**src/rtl/booth_mul_pipe_pkg.sv**
```systemverilog
// Shared types and helpers for the simd_vec_mac Booth multiplier.
// Radix-4 recoding selector and partial-product count.
package simd_vec_mac_pkg;

  typedef enum logic [2:0] {
    ZERO,
    POS1,
    POS2,
    NEG1,
    NEG2
  } booth_sel_e;

  function automatic booth_sel_e booth_decode(
    input logic [2:0] trip
  );
    booth_sel_e sel;
    unique case (trip)
      3'b000: sel = ZERO;
      3'b001: sel = POS1;
      3'b010: sel = POS1;
      3'b011: sel = POS2;
      3'b100: sel = NEG2;
      3'b101: sel = NEG1;
      3'b110: sel = NEG1;
      3'b111: sel = ZERO;
      default: sel = ZERO;
    endcase
    return sel;
  endfunction

  function automatic int num_pp(input int w);
    return w / 2 + 1;
  endfunction

endpackage

```
**src/rtl/booth_mul_pipe_if.sv**
```systemverilog
// Operand/product handshake bundle for booth_mul_pipe.
// slave = multiplier side, master = producer/consumer side.
interface booth_mul_pipe_if #(
  parameter int MULT_W = 16,
  parameter int PROD_W = 2 * MULT_W,
  parameter int TAG_W  = 4
);

  logic              in_valid_i;
  logic              in_ready_o;
  logic [MULT_W-1:0] a_i;
  logic [MULT_W-1:0] b_i;
  logic              a_signed_i;
  logic              b_signed_i;
  logic [TAG_W-1:0]  tag_i;
  logic              out_valid_o;
  logic              out_ready_i;
  logic [PROD_W-1:0] product_o;
  logic [TAG_W-1:0]  tag_o;

  modport slave (
    input  in_valid_i,
    input  a_i,
    input  b_i,
    input  a_signed_i,
    input  b_signed_i,
    input  tag_i,
    input  out_ready_i,
    output in_ready_o,
    output out_valid_o,
    output product_o,
    output tag_o
  );

  modport master (
    output in_valid_i,
    output a_i,
    output b_i,
    output a_signed_i,
    output b_signed_i,
    output tag_i,
    output out_ready_i,
    input  in_ready_o,
    input  out_valid_o,
    input  product_o,
    input  tag_o
  );

endinterface

```
**src/rtl/booth_mul_pipe_tree.sv**
```systemverilog
// Registered binary adder tree, one pipeline level per halving.
// Odd counts pass the last element through; missing leaves add zero.
module booth_pp_tree #(
  parameter int ELEM_W   = 32,
  parameter int NUM_ELEM = 9,
  parameter int SUM_W    = 32
) (
  input  logic                             clk,
  input  logic                             rst_n,
  input  logic                             en_i,
  input  logic                             valid_i,
  input  logic [NUM_ELEM-1:0][ELEM_W-1:0]  elem_i,
  output logic                             valid_o,
  output logic [SUM_W-1:0]                 sum_o
);

  localparam int LVLS = $clog2(NUM_ELEM);

  function automatic int width_at(input int l);
    int c;
    c = NUM_ELEM;
    for (int k = 0; k < l; k++) begin
      c = (c + 1) / 2;
    end
    return c;
  endfunction

  logic [SUM_W-1:0] node_q [LVLS][NUM_ELEM];
  logic [SUM_W-1:0] node_d [LVLS][NUM_ELEM];
  logic [LVLS-1:0]  vld_q;

  // element k of level l folds into slot k/2 of level l+1
  always_comb begin
    for (int l = 0; l < LVLS; l++) begin
      for (int j = 0; j < NUM_ELEM; j++) begin
        node_d[l][j] = '0;
      end
    end
    for (int k = 0; k < NUM_ELEM; k++) begin
      node_d[0][k/2] = node_d[0][k/2]
        + SUM_W'($signed(elem_i[k]));
    end
    for (int l = 1; l < LVLS; l++) begin
      for (int k = 0; k < NUM_ELEM; k++) begin
        if (k < width_at(l)) begin
          node_d[l][k/2] = node_d[l][k/2]
            + node_q[l-1][k];
        end
      end
    end
  end

  always_ff @(posedge clk) begin
    if (en_i) begin
      node_q <= node_d;
    end
  end

  always_ff @(posedge clk) begin
    if (!rst_n) begin
      vld_q <= '0;
    end else if (en_i) begin
      vld_q[0] <= valid_i;
      for (int l = 1; l < LVLS; l++) begin
        vld_q[l] <= vld_q[l-1];
      end
    end
  end

  assign valid_o = vld_q[LVLS-1];
  assign sum_o   = node_q[LVLS-1][0];

endmodule

```
**src/rtl/booth_mul_pipe.sv**
```systemverilog
// Pipelined radix-4 Booth multiplier with per-operand signedness,
// sideband tag and whole-pipe stall on output backpressure.
module booth_mul_pipe
  import simd_vec_mac_pkg::*;
#(
  parameter int MULT_W = 16,
  parameter int PROD_W = 2 * MULT_W,
  parameter int TAG_W  = 4
) (
  input  logic            clk,
  input  logic            rst_n,
  booth_mul_pipe_if.slave bus
);

  localparam int NUM_PP   = num_pp(MULT_W);
  localparam int TREE_LVL = $clog2(NUM_PP);
  localparam int LAT      = 3 + TREE_LVL;
  localparam int TAG_DLY  = LAT - 3;
  localparam int EXT_W    = MULT_W + 2;

  logic en;
  logic out_valid_q;

  assign en             = ~out_valid_q | bus.out_ready_i;
  assign bus.in_ready_o = en;

  // stage 1: extended operands, b carries the implicit bit -1 at [0]
  logic             v1_q;
  logic [EXT_W-1:0] a1_d, a1_q;
  logic [EXT_W:0]   b1_d, b1_q;
  logic [TAG_W-1:0] t1_q;

  always_comb begin
    a1_d = {{2{bus.a_signed_i & bus.a_i[MULT_W-1]}},
            bus.a_i};
    b1_d = {{2{bus.b_signed_i & bus.b_i[MULT_W-1]}},
            bus.b_i, 1'b0};
  end

  always_ff @(posedge clk) begin
    if (!rst_n) begin
      v1_q <= 1'b0;
    end else if (en) begin
      v1_q <= bus.in_valid_i;
    end
  end

  always_ff @(posedge clk) begin
    if (en) begin
      a1_q <= a1_d;
      b1_q <= b1_d;
      t1_q <= bus.tag_i;
    end
  end

  // stage 2: Booth recode and shifted partial products
  logic                           v2_q;
  logic [TAG_W-1:0]               t2_q;
  logic [PROD_W-1:0]              a_x;
  logic [PROD_W-1:0]              pp_sel;
  logic [NUM_PP-1:0][PROD_W-1:0]  pp_d, pp_q;

  always_comb begin
    a_x    = PROD_W'($signed(a1_q));
    pp_sel = '0;
    pp_d   = '0;
    for (int i = 0; i < NUM_PP; i++) begin
      unique case (booth_decode(b1_q[2*i +: 3]))
        POS1:    pp_sel = a_x;
        POS2:    pp_sel = a_x << 1;
        NEG1:    pp_sel = -a_x;
        NEG2:    pp_sel = -(a_x << 1);
        default: pp_sel = '0;
      endcase
      pp_d[i] = pp_sel << (2 * i);
    end
  end

  always_ff @(posedge clk) begin
    if (!rst_n) begin
      v2_q <= 1'b0;
    end else if (en) begin
      v2_q <= v1_q;
    end
  end

  always_ff @(posedge clk) begin
    if (en) begin
      pp_q <= pp_d;
      t2_q <= t1_q;
    end
  end

  // adder tree
  logic              tree_v;
  logic [PROD_W-1:0] tree_sum;

  booth_pp_tree #(
    .ELEM_W   (PROD_W),
    .NUM_ELEM (NUM_PP),
    .SUM_W    (PROD_W)
  ) u_tree (
    .clk     (clk),
    .rst_n   (rst_n),
    .en_i    (en),
    .valid_i (v2_q),
    .elem_i  (pp_q),
    .valid_o (tree_v),
    .sum_o   (tree_sum)
  );

  logic [TAG_W-1:0] tag_dly_q [TAG_DLY];

  always_ff @(posedge clk) begin
    if (en) begin
      tag_dly_q[0] <= t2_q;
      for (int k = 1; k < TAG_DLY; k++) begin
        tag_dly_q[k] <= tag_dly_q[k-1];
      end
    end
  end

  // output register
  logic [PROD_W-1:0] prod_q;
  logic [TAG_W-1:0]  tag_q;

  always_ff @(posedge clk) begin
    if (!rst_n) begin
      out_valid_q <= 1'b0;
      prod_q      <= '0;
      tag_q       <= '0;
    end else if (en) begin
      out_valid_q <= tree_v;
      prod_q      <= tree_sum;
      tag_q       <= tag_dly_q[TAG_DLY-1];
    end
  end

  assign bus.out_valid_o = out_valid_q;
  assign bus.product_o   = prod_q;
  assign bus.tag_o       = tag_q;

`ifndef SYNTHESIS
  a_mult_w: assert property (
    @(posedge clk) (MULT_W % 2 == 0) && (MULT_W >= 4));

  a_in_hold: assert property (
    @(posedge clk) disable iff (!rst_n)
    bus.in_valid_i && !bus.in_ready_o |=>
      bus.in_valid_i
      && $stable(bus.a_i) && $stable(bus.b_i)
      && $stable(bus.a_signed_i)
      && $stable(bus.b_signed_i)
      && $stable(bus.tag_i));
`endif

endmodule

```
**src/flat_wrapper.sv**
```systemverilog
// flat-port wrapper written by rule: the top's interface ports become plain ports
module booth_mul_pipe_flat import simd_vec_mac_pkg::*;
#(
  parameter int MULT_W = 16,
  parameter int PROD_W = 2 * MULT_W,
  parameter int TAG_W  = 4
)
  (clk, rst_n, bus_in_valid_i, bus_a_i, bus_b_i, bus_a_signed_i, bus_b_signed_i, bus_tag_i, bus_out_ready_i, bus_in_ready_o, bus_out_valid_o, bus_product_o, bus_tag_o);
  booth_mul_pipe_if #(.MULT_W(MULT_W), .PROD_W(PROD_W), .TAG_W(TAG_W)) bus_i ();
  input  logic clk;
  input  logic rst_n;
  input wire logic [$bits(bus_i.in_valid_i)-1:0] bus_in_valid_i;
  input wire logic [$bits(bus_i.a_i)-1:0] bus_a_i;
  input wire logic [$bits(bus_i.b_i)-1:0] bus_b_i;
  input wire logic [$bits(bus_i.a_signed_i)-1:0] bus_a_signed_i;
  input wire logic [$bits(bus_i.b_signed_i)-1:0] bus_b_signed_i;
  input wire logic [$bits(bus_i.tag_i)-1:0] bus_tag_i;
  input wire logic [$bits(bus_i.out_ready_i)-1:0] bus_out_ready_i;
  output wire logic [$bits(bus_i.in_ready_o)-1:0] bus_in_ready_o;
  output wire logic [$bits(bus_i.out_valid_o)-1:0] bus_out_valid_o;
  output wire logic [$bits(bus_i.product_o)-1:0] bus_product_o;
  output wire logic [$bits(bus_i.tag_o)-1:0] bus_tag_o;
  assign bus_i.in_valid_i = bus_in_valid_i;
  assign bus_i.a_i = bus_a_i;
  assign bus_i.b_i = bus_b_i;
  assign bus_i.a_signed_i = bus_a_signed_i;
  assign bus_i.b_signed_i = bus_b_signed_i;
  assign bus_i.tag_i = bus_tag_i;
  assign bus_i.out_ready_i = bus_out_ready_i;
  assign bus_in_ready_o = bus_i.in_ready_o;
  assign bus_out_valid_o = bus_i.out_valid_o;
  assign bus_product_o = bus_i.product_o;
  assign bus_tag_o = bus_i.tag_o;
  booth_mul_pipe #(.MULT_W(MULT_W), .PROD_W(PROD_W), .TAG_W(TAG_W)) u_core (.clk(clk), .rst_n(rst_n), .bus(bus_i));
endmodule
```
**config.mk**
```make
export PLATFORM = sky130hd
export DESIGN_NAME = booth_mul_pipe_flat
export DESIGN_NICKNAME = d
export VERILOG_FILES = /design/src/rtl/booth_mul_pipe_pkg.sv /design/src/rtl/booth_mul_pipe_if.sv /design/src/rtl/booth_mul_pipe_tree.sv /design/src/rtl/booth_mul_pipe.sv /design/src/flat_wrapper.sv
export SDC_FILE = /design/constraint.sdc
export NUM_CORES = 1
export LEC_CHECK = 0
export BUFFER_PORTS_ARGS = -buffer_cell sky130_fd_sc_hd__buf_2
export CAP_MARGIN = 20
export CORE_UTILIZATION = 45
export CTS_BUF_LIST = sky130_fd_sc_hd__clkbuf_4 sky130_fd_sc_hd__clkbuf_8
export CTS_CLUSTER_DIAMETER = 30
export DETAILED_ROUTE_END_ITERATION = 16
export HOLD_SLACK_MARGIN = 0.15
export PLACE_DENSITY_LB_ADDON = 0.08
export SYNTH_ARGS = -nofsm -noshare
export SYNTH_HDL_FRONTEND = slang
export SYNTH_SLANG_ARGS = --single-unit
```
**constraint.sdc**
```tcl
create_clock -name clk -period 32.2 [get_ports clk]
set_input_delay 4.83 -clock clk [delete_from_list [all_inputs] [get_ports clk]]
set_output_delay 4.83 -clock clk [all_outputs]
set_load 0.05 [all_outputs]
```
==> out/qor.yml, run 1 <==
postCtsResizedCells: 0
post_cts_setup_buffers: 0
path_clk_slew_ns: 0.06
count_of_routing_violations_after_the_opening_detailed_route_iteration: 1728
postLayoutCellArea_mm2: 0.0381
outcome: "completed"
firstDrtPassIters: 6
route.antenna.remaining_nets: 0
hold_class: "flop to flop"
worstPathArrival_ns: 6.79
die-width_um: 276
viasPerCell: 5.84
synthesis.instances: 3047
power_leakage_nw: 15.6
wl_per_cell_um: 21.1
finClkSkew_ns: 0.0532
final_cells: 4201
placement.io_buffers: 79
synth_ff_type: "edfxtp_1"
fp.dieH_um: 276
cp-end-kind: "primary output"
avgSynthCellArea_um2: 11.1
cts_tree: "yes"
worst-r2r-cell-count: 8
fin_util_pct: 51.8
final.period_utilization_pct: 36.1
cap_viol_max_count: 0
pwr_density_cell_mw_per_mm2: 86.9
area_growth_syn_to_layout_pct: 13.1
timing_max_transition_violations_final: 0
clockBufferDepth: 3
placement_rows: 99
worst-path-max-fanout: 126
vias: 24500
final_period_minus_worst_setup_slack_ns: 11.62
clk-insertion-delay-late_ns: 0.80
critical_path.reg2reg.endpoint: "u_core.pp_q[221]"
timing.critical_path.required_ns: 27.37
detailed_place.area_mm2: 0.0350
detailed_place_hpwl_um: 63600
min_path_cells: 0
initial_utilization_pct: 45.8
boundaryPins: 80
finalPower_mw: 3.31
drt_drc_violations_left: 0
cts_hold_buffers: 0
final_nets: 3360
yosysWarningCount: 0
finalSetupViolations: 0
clk_root_buf: "clkbuf_8"
setup_total_negative_slack_ns: 0
fraction_of_the_yosys_area_taken_by_sequential_cells_pct: 52.7
hold_path.startpoint: "u_core.pp_q[282]"
timing.slew.headroom_pct: 16.2
netlist_area_mm2: 0.0337
grt_antenna_before_repair: 3
setup.reg_to_reg.worst_slack_ns: 27.28
worst_hold_path.endpoint: "u_core.u_tree.node_q[1018]"
grt_pass1_vias: 24600
finalHoldViolations: 0
numClockSinks: 615
cts-buffers-inserted: 141
grt_first_pass_wirelength_um: 134000
timing.fmax_mhz: 86.0
layout.filler_cells: 6515
grt_setup_unrepaired: "no"
ys_seq_elements: 615
grt_start_max_net_pins: 187
asyncSetResetFlopFracSynth_pct: 0
global_route.overflow_total: 0
gpl.final_weighted_congestion: 0.910
kind_of_start_point_of_the_critical_path: "input port"
postSynthNetCount: 3281
power.ir.vdd_worst_mv: 0.0427
timing.rr.start: "u_core.a1_q[0]"
drive_gt1_share_pct: 12.6
synth_edf_count: 546
finalWirelength_um: 88600
grt_util_all_layers_pct: 23.1
synth_cell_type_count: 73
worstSetupPathType: "input port to primary output"
design.die.area_mm2: 0.0760
fp.coreArea_mm2: 0.0736
cts_htree_levels: 4
placed_cells: 3941
worst-slew-pin-transition_ns: 1.26
## stage by stage
stage	hold WS [ns]	setup slack (ns)
2_1_floorplan	0.400	6.72
3_3_place_gp	0.401	20.56
3_5_place_dp	0.405	20.52
4_1_cts	0.394	20.52
5_1_grt	0.400	20.41
6_report	0.401	20.58
## final cells by class
| cell class | count | area, um^2 | area share [%] |
|---|---|---|---|
| timing repair buffer | 126 | 764 | 2.01 |
| inverter | 72 | 278 | 0.729 |
| multi-input combinational | 2170 | 15000 | 39.2 |
| sequential | 615 | 17800 | 46.6 |
| clock buffer | 168 | 2200 | 5.77 |
| antenna | 1 | 2.50 | 0.00656 |
| tap | 959 | 1200 | 3.15 |
| clock inverter | 90 | 951 | 2.49 |
## layer usage
metal	GRT usage [%]	vias up	part of all wire, %
met1	27.1	11900	41
met3	3.98	203	4.9
met5	0	-	0
met2	41.0	721	50
met4	10.5	0	3.4
li1	-	11700	-
## critical path, stage by stage
cell and delay (ns):
buf_2 0.11, nor2b_4 0.57, buf_4 0.48, inv_8 0.37, buf_2 0.35
## synth_stat cells, drive strengths merged, types with 5 or more instances
| cell type | n | area, um^2 |
|---|---|---|
| o22ai | 149 | 932 |
| a21o | 78 | 586 |
| ha | 184 | 2300 |
| nor4 | 9 | 56.3 |
| a22o | 12 | 105 |
| or3 | 22 | 138 |
| a221oi | 6 | 52.6 |
| clkbuf | 162 | 608 |
| or2 | 14 | 87.6 |
| nand4 | 23 | 150 |
| a31oi | 33 | 228 |
| a31o | 6 | 52.6 |
| and2 | 9 | 58.8 |
| o21bai | 24 | 180 |
| a22oi | 113 | 848 |
| nor2b | 61 | 382 |
| nor3b | 6 | 56.3 |
| o31a | 8 | 70.1 |
| o32ai | 12 | 105 |
| a21boi | 48 | 360 |
| mux2i | 72 | 721 |
| edfxtp | 546 | 16400 |
| dfxtp | 69 | 1380 |
| a2111oi | 5 | 43.8 |
| a311oi | 5 | 43.8 |
| o211ai | 16 | 120 |
| o21a | 26 | 195 |
| buf | 28 | 116 |
| nand3b | 7 | 52.6 |
| fa | 8 | 160 |
| nand2b | 34 | 213 |
| and3 | 21 | 131 |
| nor2 | 134 | 503 |
| nand3 | 37 | 185 |
| nand2 | 292 | 1100 |
| o21ai | 149 | 746 |
| xnor2 | 133 | 1160 |
| o31ai | 9 | 67.6 |
| xor2 | 102 | 893 |
| a21oi | 170 | 851 |
| mux2 | 11 | 124 |
| inv | 71 | 267 |
| a211oi | 23 | 173 |
| nor3 | 50 | 250 |
## registers in the layout (all words and copies together), names as in the netlist, 16 cells and up, named ones only
| signal | flops |
|---|---|
| u_core.u_tree.node_q | 240 |
| u_core.pp_q | 216 |
| u_core.bus.product_o | 32 |
| u_core.u_tree.sum_o | 32 |
| u_core.a1_q | 17 |
| u_core.b1_q | 17 |
| u_core.tag_dly_q | 16 |
## cells by family (layout without fill, tap and decap cells)
group	count (synthesis)	in the layout	synth area share (%)
adders and majority gates	192	192	7.31
DFF	615	615	52.7
xor gates and xnor gates	235	235	6.11
other	0	1	0
and+or+nand+nor	736	736	10.4
buffers and inverters	262	456	2.95
muxes	83	83	2.51
AOI/OAI and AO/OA	924	924	18.0
## layout by cell type (no fill, tap or decap), drive strengths merged, types with 11 or more instances in the layout
| master | netlist | routed |
|---|---|---|
| o21ai | 149 | 149 |
| a21boi | 48 | 48 |
| inv | 71 | 83 |
| a21oi | 170 | 170 |
| clkinv | 1 | 47 |
| ha | 184 | 184 |
| o22ai | 149 | 149 |
| nand2b | 34 | 34 |
| mux2i | 72 | 72 |
| xnor2 | 133 | 133 |
| nor2b | 61 | 61 |
| nand3 | 37 | 37 |
| xor2 | 102 | 102 |
| o32ai | 12 | 12 |
| nand4 | 23 | 23 |
| a22o | 12 | 12 |
| o21bai | 24 | 24 |
| a21o | 78 | 78 |
| bufinv | 0 | 14 |
| edfxtp | 546 | 546 |
| nor3 | 50 | 50 |
| a31oi | 33 | 33 |
| clkinvlp | 0 | 18 |
| buf | 28 | 126 |
| nand2 | 292 | 292 |
| a211oi | 23 | 23 |
| and3 | 21 | 21 |
| o211ai | 16 | 16 |
| mux2 | 11 | 11 |
| clkbuf | 162 | 168 |
| or3 | 22 | 22 |
| nor2 | 134 | 134 |
| o21a | 26 | 26 |
| a22oi | 113 | 113 |
| dfxtp | 69 | 69 |
| or2 | 14 | 14 |
## where the power goes
part	leakage (nW)	internal (mW)	switching (mW)
clock network	1.58	0.578	0.387
logic	7.38	0.437	0.702
registers	6.68	1.13	0.0757
total	15.6	2.15	1.16
## worst max path at each step
| stage | slack [ns] | start | endpoint | cells past startpoint |
|---|---|---|---|---|
| 6_report | 20.58 | bus_out_ready_i | bus_in_ready_o | 5 |
| 5_1_grt | 20.41 | bus_out_ready_i | bus_in_ready_o | 5 |
| 4_1_cts | 20.52 | bus_out_ready_i | bus_in_ready_o | 5 |
| 3_5_place_dp | 20.52 | bus_out_ready_i | bus_in_ready_o | 5 |
| 3_3_place_gp | 20.56 | bus_out_ready_i | bus_in_ready_o | 5 |
| 2_1_floorplan | 6.72 | bus_out_ready_i | bus_in_ready_o | 5 |
No activity file was read; power rests on OpenSTA's default activity.
==> run 2, diff against run 1 <==
==> constraint.sdc (replaced) <==
create_clock -name clk -period 11.4 [get_ports clk]
set_input_delay 1.71 -clock clk [delete_from_list [all_inputs] [get_ports clk]]
set_output_delay 1.71 -clock clk [all_outputs]
set_load 0.05 [all_outputs]
==> run 2 against run 1 <==
  * Count of clock-buffer cells in the layout up 12
  * Worst setup slack worse by 14 ns
  * Combinational power rose to 2.9 times the previous value
  * Cell count up 0.50%
  * Sequential share of layout area down 0.21 points
  * Largest cell class unchanged
  * Sequential cell count unchanged
  * Critical path depth unchanged
==> out/qor.yml, run 2 (synthesized netlist as in run 1, its figures left out) <==
pwr_density_cell_mw_per_mm2: 248  # +190%
outcome: "completed"
count_of_routing_violations_after_the_opening_detailed_route_iteration: 1932  # +12%
cpLargestDelayFamily: "buffers and inverters"
final_nets: 3372  # +0.36%
gpl.final_weighted_congestion: 0.893  # -1.9%
crit_chain: "buf_2, nor2b_4, buf_4, inv_8, buf_2"
fp.coreArea_mm2: 0.0736  # unchanged
numClockSinks: 615  # unchanged
drive_gt1_share_pct: 13.0  # +0.44 points
initial_utilization_pct: 45.8  # unchanged
path_clk_slew_ns: 0.06  # about the same
postCtsResizedCells: 0  # unchanged
multi_input_comb_area_mm2: 0.0150  # unchanged
drt_drc_violations_left: 0  # unchanged
layout.filler_cells: 6582  # +1.0%
finClkSkew_ns: 0.0553  # +0.00207 ns
worst-slew-pin-transition_ns: 1.10  # -0.152 ns
finalHoldViolations: 0  # unchanged
boundaryPins: 80  # unchanged
placement_rows: 99  # unchanged
fp.dieH_um: 276  # unchanged
global_route.overflow_total: 0  # unchanged
design.die.area_mm2: 0.0760  # unchanged
cap_viol_max_count: 0  # unchanged
worst_path_cell_with_the_longest_stage_delay: "buf_4"
grt_start_max_net_pins: 148  # -21%
clockBufferDepth: 3  # unchanged
firstDrtPassIters: 6  # unchanged
hold_class: "flop to flop"
detailed_place_hpwl_um: 65500  # +3.1%
finalPower_mw: 9.49  # +190%
grt_util_all_layers_pct: 23.8  # +0.72 points
vias: 24600  # +0.25%
registers.top_by_ff_count: "u_core.u_tree.node_q"
grt_setup_unrepaired: "no"
kind_of_start_point_of_the_critical_path: "input port"
largest_register_ff_count: 240  # unchanged
route.antenna.remaining_nets: 0  # unchanged
cts_htree_levels: 4  # unchanged
cts_tree: "yes"
setup_total_negative_slack_ns: 0  # unchanged
clk-insertion-delay-late_ns: 0.79  # about the same
cp_num_buf_inv: 4  # unchanged
power.ir.vdd_worst_mv: 0.110  # +160%
placement.io_buffers: 79  # unchanged
finalHoldWorstSlack_ns: 0.381  # -0.0202 ns
grt_antenna_before_repair: 6  # +3
worst_path_most_repeated_cell: "buf_2"
final.period_utilization_pct: 43.9
worst-path-max-fanout: 71  # -44%
post_cts_setup_buffers: 0  # unchanged
wl_per_cell_um: 21.5  # +1.8%
grt_pass1_vias: 24500  # -0.024%
timing.slew.headroom_pct: 25.9  # +9.7 points
timing_max_transition_violations_final: 0  # unchanged
critical_path.max_stage_delay_ns: 0.57  # about the same
clk_root_buf: "clkbuf_8"
area_growth_syn_to_layout_pct: 13.6
finalWirelength_um: 90600  # +2.3%
worstPathArrival_ns: 3.30  # -3.49 ns
cts-buffers-inserted: 147  # +4.3%
timing.fmax_mhz: 200
mostFrequentLayoutCell: "edfxtp_1"
die-width_um: 276  # unchanged
cp-end-kind: "primary output"
reg.largest.list: "u_core.u_tree.node_q: 240 flops, u_core.pp_q: 216 flops"
grt_first_pass_wirelength_um: 138000  # +3.1%
regArea_mm2: 0.0178  # unchanged
finalSetupViolations: 0  # unchanged
cts_hold_buffers: 0  # unchanged
final_period_minus_worst_setup_slack_ns: 5.01
power_leakage_nw: 15.7  # +0.68%
timing.critical_path.required_ns: 9.69  # -17.68 ns
viasPerCell: 5.83  # -0.25%
layout_common_cells: "edfxtp_1 (546), nand2_1 (292), ha_1 (184), a21oi_1 (170), clkbuf_8 (151)"
worstSetupPathType: "input port to primary output"
[run 2: changes by cell type in the layout (fill, tap and decap cells not counted), moves of 2 or more]
cell / previous run / this run
clkbuf_4: 18 / 29
inv_12: 5 / 7
clkinvlp_4: 18 / 16
bufinv_16: 14 / 16
buf_4: 45 / 49
clkinv_2: 23 / 25
clkinv_1: 19 / 21
[run 2: path summary, 6_finish.rpt]
path                                   start                   endpoint  slack (ns)  cells after the start
setup reg to reg              u_core.a1_q[0]           u_core.pp_q[180]        6.82                      8
hold reg to reg   u_core.u_tree.node_q[1016]  u_core.u_tree.node_q[792]        0.38                      0
setup / recovery             bus_out_ready_i             bus_in_ready_o        6.39                      5
hold / removal    u_core.u_tree.node_q[1016]  u_core.u_tree.node_q[792]        0.38                      0
[run 2: per-layer routing]
layer  track usage [%]  wire, um
met5                 0        12
met4              10.3      3070
met3              3.80      4370
met2              41.5     44700
met1              29.0     38400
[run 2: worst reg2reg max path: stages, from the launching register on]
cell and delay (ns):
edfxtp_1 0.42, clkinv_1 0.39, ha_1 0.82, nor3b_4 0.49, nand3_1 0.40, or3_1 0.60
xor2_1 0.87, mux2i_1 0.18, o22ai_1 0.22
[run 2: power by group]
group	internal, mW	switching [mW]	leakage, nW	total, mW
logic	1.24	2.02	7.40	3.26
clock network	1.73	1.10	1.67	2.83
registers	3.20	0.207	6.68	3.41
[run 2: layout make-up]
type / count / share of cell area [%]
Sequential cell: 615 / 46.4
Antenna cell: 2 / 0.0131
Timing Repair Buffer: 132 / 2.10
Clock buffer: 180 / 5.99
Tap cell: 959 / 3.13
Multi-Input combinational cell: 2170 / 39.0
Clock inverter: 92 / 2.58
Inverter: 72 / 0.725
[run 2: metrics by stage]
stage	std cells	util [%]	setup WS, ns	cell area, um^2
2_1_floorplan	3047	-	0.0746	33700
3_3_place_gp	3944	47.5	6.16	35000
3_5_place_dp	3946	47.6	6.07	35000
4_1_cts	4218	52.0	6.38	38300
5_1_grt	4222	52.1	6.30	38300
6_report	4222	52.1	6.39	38300
==> run 3, diff against run 2 <==
==> constraint.sdc (replaced) <==
create_clock -name clk -period 4.31 [get_ports clk]
set_input_delay 0.6465 -clock clk [delete_from_list [all_inputs] [get_ports clk]]
set_output_delay 0.6465 -clock clk [all_outputs]
set_load 0.05 [all_outputs]
==> run 3 against run 2 <==
  * Sequential cell count is the same
  * Power grew to 2.7 times the previous value
  * Die area is the same
  * Via count grew 1.7%
  * Combinational power grew to 2.6 times the previous value
  * Core utilization grew 1.2 points
  * Register-to-register slack lost 6.0 ns
  * Routed wire length grew 8.3%
  * Worst hold slack gained 0.024 ns
  * Non-clock buffer count grew 50
  * Critical path depth grew 1
  * Sequential share of layout area shrank 1.0 points
  * Highest routed layer is now met4
==> out/qor.yml, run 3 (synthesized netlist as in run 1, its figures left out) <==
outcome: "completed"
timing.slew.headroom_pct: 26.9  # +1.0 points
cts_tree: "yes"
place_ws_ns: 0.926  # -5.14 ns
drt_drc_violations_left: 0  # unchanged
wl_per_cell_um: 22.9  # +6.9%
layout_common_cells: "edfxtp_1 (546), nand2_1 (292), ha_1 (184), a21oi_1 (170), clkbuf_8 (155)"
design.die.area_mm2: 0.0760  # unchanged
finClkSkew_ns: 0.0462  # -0.00910 ns
crit_cells: 6  # +1
cts_htree_levels: 4  # unchanged
timing.final.ws_setup_ns: 0.868  # -5.52 ns
timing.critical_path.required_ns: 4.92  # -4.77 ns
largest_register_ff_count: 240  # unchanged
worstSetupPathType: "flop to flop"
final.period_utilization_pct: 79.9
initial_utilization_pct: 45.8  # unchanged
timing.critical_path.to: "u_core.pp_q[149]"
final_period_minus_worst_setup_slack_ns: 3.44
timing_max_transition_violations_final: 0  # unchanged
kind_of_start_point_of_the_critical_path: "flop"
power_leakage_nw: 16.2  # +2.7%
boundaryPins: 80  # unchanged
gpl.final_weighted_congestion: 0.968  # +8.4%
clockBufferDepth: 3  # unchanged
critical_path.max_stage_delay_ns: 0.76  # +0.19 ns
cap_viol_max_count: 0  # unchanged
clk-insertion-delay-late_ns: 0.82  # +0.03 ns
finalHoldViolations: 0  # unchanged
worstPathArrival_ns: 4.05  # +0.75 ns
grt_start_max_net_pins: 146  # -1.4%
cp_num_buf_inv: 0  # -4
count_of_routing_violations_after_the_opening_detailed_route_iteration: 2203  # +14%
grt_first_pass_wirelength_um: 147000  # +6.3%
finalWirelength_um: 98100  # +8.3%
post_cts_setup_buffers: 0  # unchanged
cts-buffers-inserted: 150  # +2.0%
reg.largest.list: "u_core.u_tree.node_q: 240 flops, u_core.pp_q: 216 flops"
placement_rows: 99  # unchanged
timing.rr.start: "u_core.a1_q[3]"
grt_util_all_layers_pct: 25.8  # +2.0 points
worst-path-max-fanout: 14  # -80%
vias: 25000  # +1.7%
final_cells: 4278  # +1.3%
firstDrtPassIters: 8  # +2
grt_setup_unrepaired: "no"
layout.filler_cells: 6478  # -1.6%
worst_path_cell_with_the_longest_stage_delay: "xor2_1"
cp-end-kind: "flop"
path_clk_slew_ns: 0.05  # about the same
placed_cells: 3959  # +0.33%
detailed_place_hpwl_um: 72600  # +11%
global_route.overflow_total: 0  # unchanged
pwr_density_cell_mw_per_mm2: 663  # +170%
worst-slew-pin-transition_ns: 1.09  # -0.00956 ns
startpoint: "u_core.a1_q[3]"
mostFrequentLayoutCell: "edfxtp_1"
timing.fmax_mhz: 291
registers.top_by_ff_count: "u_core.u_tree.node_q"
route.antenna.remaining_nets: 0  # unchanged
grt_antenna_before_repair: 7  # +1
fp.dieH_um: 276  # unchanged
numClockSinks: 615  # unchanged
cpLargestDelayFamily: "simple AND/OR/NAND/NOR gates"
area_growth_syn_to_layout_pct: 16.2
grt_pass1_vias: 24600  # +0.28%
setup_total_negative_slack_ns: 0  # unchanged
detailed_place.area_mm2: 0.0351  # +0.38%
postLayoutCellArea_mm2: 0.0392  # +2.3%
power.ir.vdd_worst_mv: 0.260  # +140%
critical_path.reg2reg.endpoint: "u_core.pp_q[149]"
clk_root_buf: "clkbuf_8"
setup.reg_to_reg.worst_slack_ns: 0.87  # -5.95 ns
crit_chain: "nor3_1, nand4b_1, or3_1, xor2_1, mux2i_1, o22ai_1"
drive_gt1_share_pct: 13.7  # +0.65 points
die-width_um: 276  # unchanged
worst-r2r-cell-count: 6  # -2
fp.coreArea_mm2: 0.0736  # unchanged
placement.io_buffers: 79  # unchanged
viasPerCell: 5.85  # +0.35%
final_nets: 3425  # +1.6%
hold_class: "flop to flop"
finalSetupViolations: 0  # unchanged
[run 3: changes by cell type in the layout (fill, tap and decap cells not counted), moves of 5 or more]
cell and change:
clkinv_4 +9, clkinv_2 +5, clkbuf_4 -10, bufinv_16 +10
buf_4 +11, dlygate4sd3_1 +39, clkinv_1 -9
[run 3: metal layers]
metal / track usage (%) / vias up / part of all wire, %
li1: - / 11900 / -
met1: 33.9 / 12100 / 44
met2: 41.8 / 863 / 46
met3: 4.44 / 186 / 6.0
met4: 11.6 / 0 / 3.8
met5: 0 / - / 0
[run 3: worst min-delay path by stage]
| stage | end | cells past startpoint | slack (ns) | from |
|---|---|---|---|---|
| 6_report | u_core.u_tree.node_q[1017] | 0 | 0.41 | u_core.pp_q[281] |
| 5_1_grt | u_core.u_tree.node_q[546] | 0 | 0.41 | u_core.u_tree.node_q[834] |
| 3_3_place_gp | u_core.tag_dly_q[0][2] | 0 | 0.40 | u_core.t2_q[2] |
| 2_1_floorplan | u_core.t2_q[0] | 0 | 0.40 | u_core.t1_q[0] |
| 4_1_cts | u_core.bus.product_o[10] | 2 | 0.40 | rst_n |
| 3_5_place_dp | u_core.tag_dly_q[0][1] | 0 | 0.40 | u_core.t2_q[1] |
[run 3: report_power, final]
part / internal, mW / switching, mW
Combinational: 3.32 / 5.26
Clock: 5.21 / 3.06
Sequential: 8.47 / 0.639
Total: 17.0 / 8.96
[run 3: timing repair]
item                       4_1_cts  5_1_grt
hold endpoints to repair        45        0
setup endpoints to repair        0        0
gates resized for setup          0        0
hold buffers                    39        0
[run 3: layout make-up]
cell class              instances  area (um^2)  share of cell area [%]
flip-flops and latches        615        17800                    45.4
inverters                      72          278                   0.709
repair buffers                182         1320                    3.36
clock buffers                 174         2280                    5.81
multi-input cells            2170        14900                    38.2
well taps                     959         1200                    3.06
diodes                          1         2.50                 0.00639
clock inverters               105         1380                    3.52
[run 3: metrics by stage]
stage,hold slack [ns],util [%],total power [mW]
3_3_place_gp,0.400,47.7,17.5
4_1_cts,0.398,53.2,26.1
2_1_floorplan,0.400,-,15.2
6_report,0.405,53.2,26.0
3_5_place_dp,0.405,47.7,17.7
5_1_grt,0.406,53.2,27.4
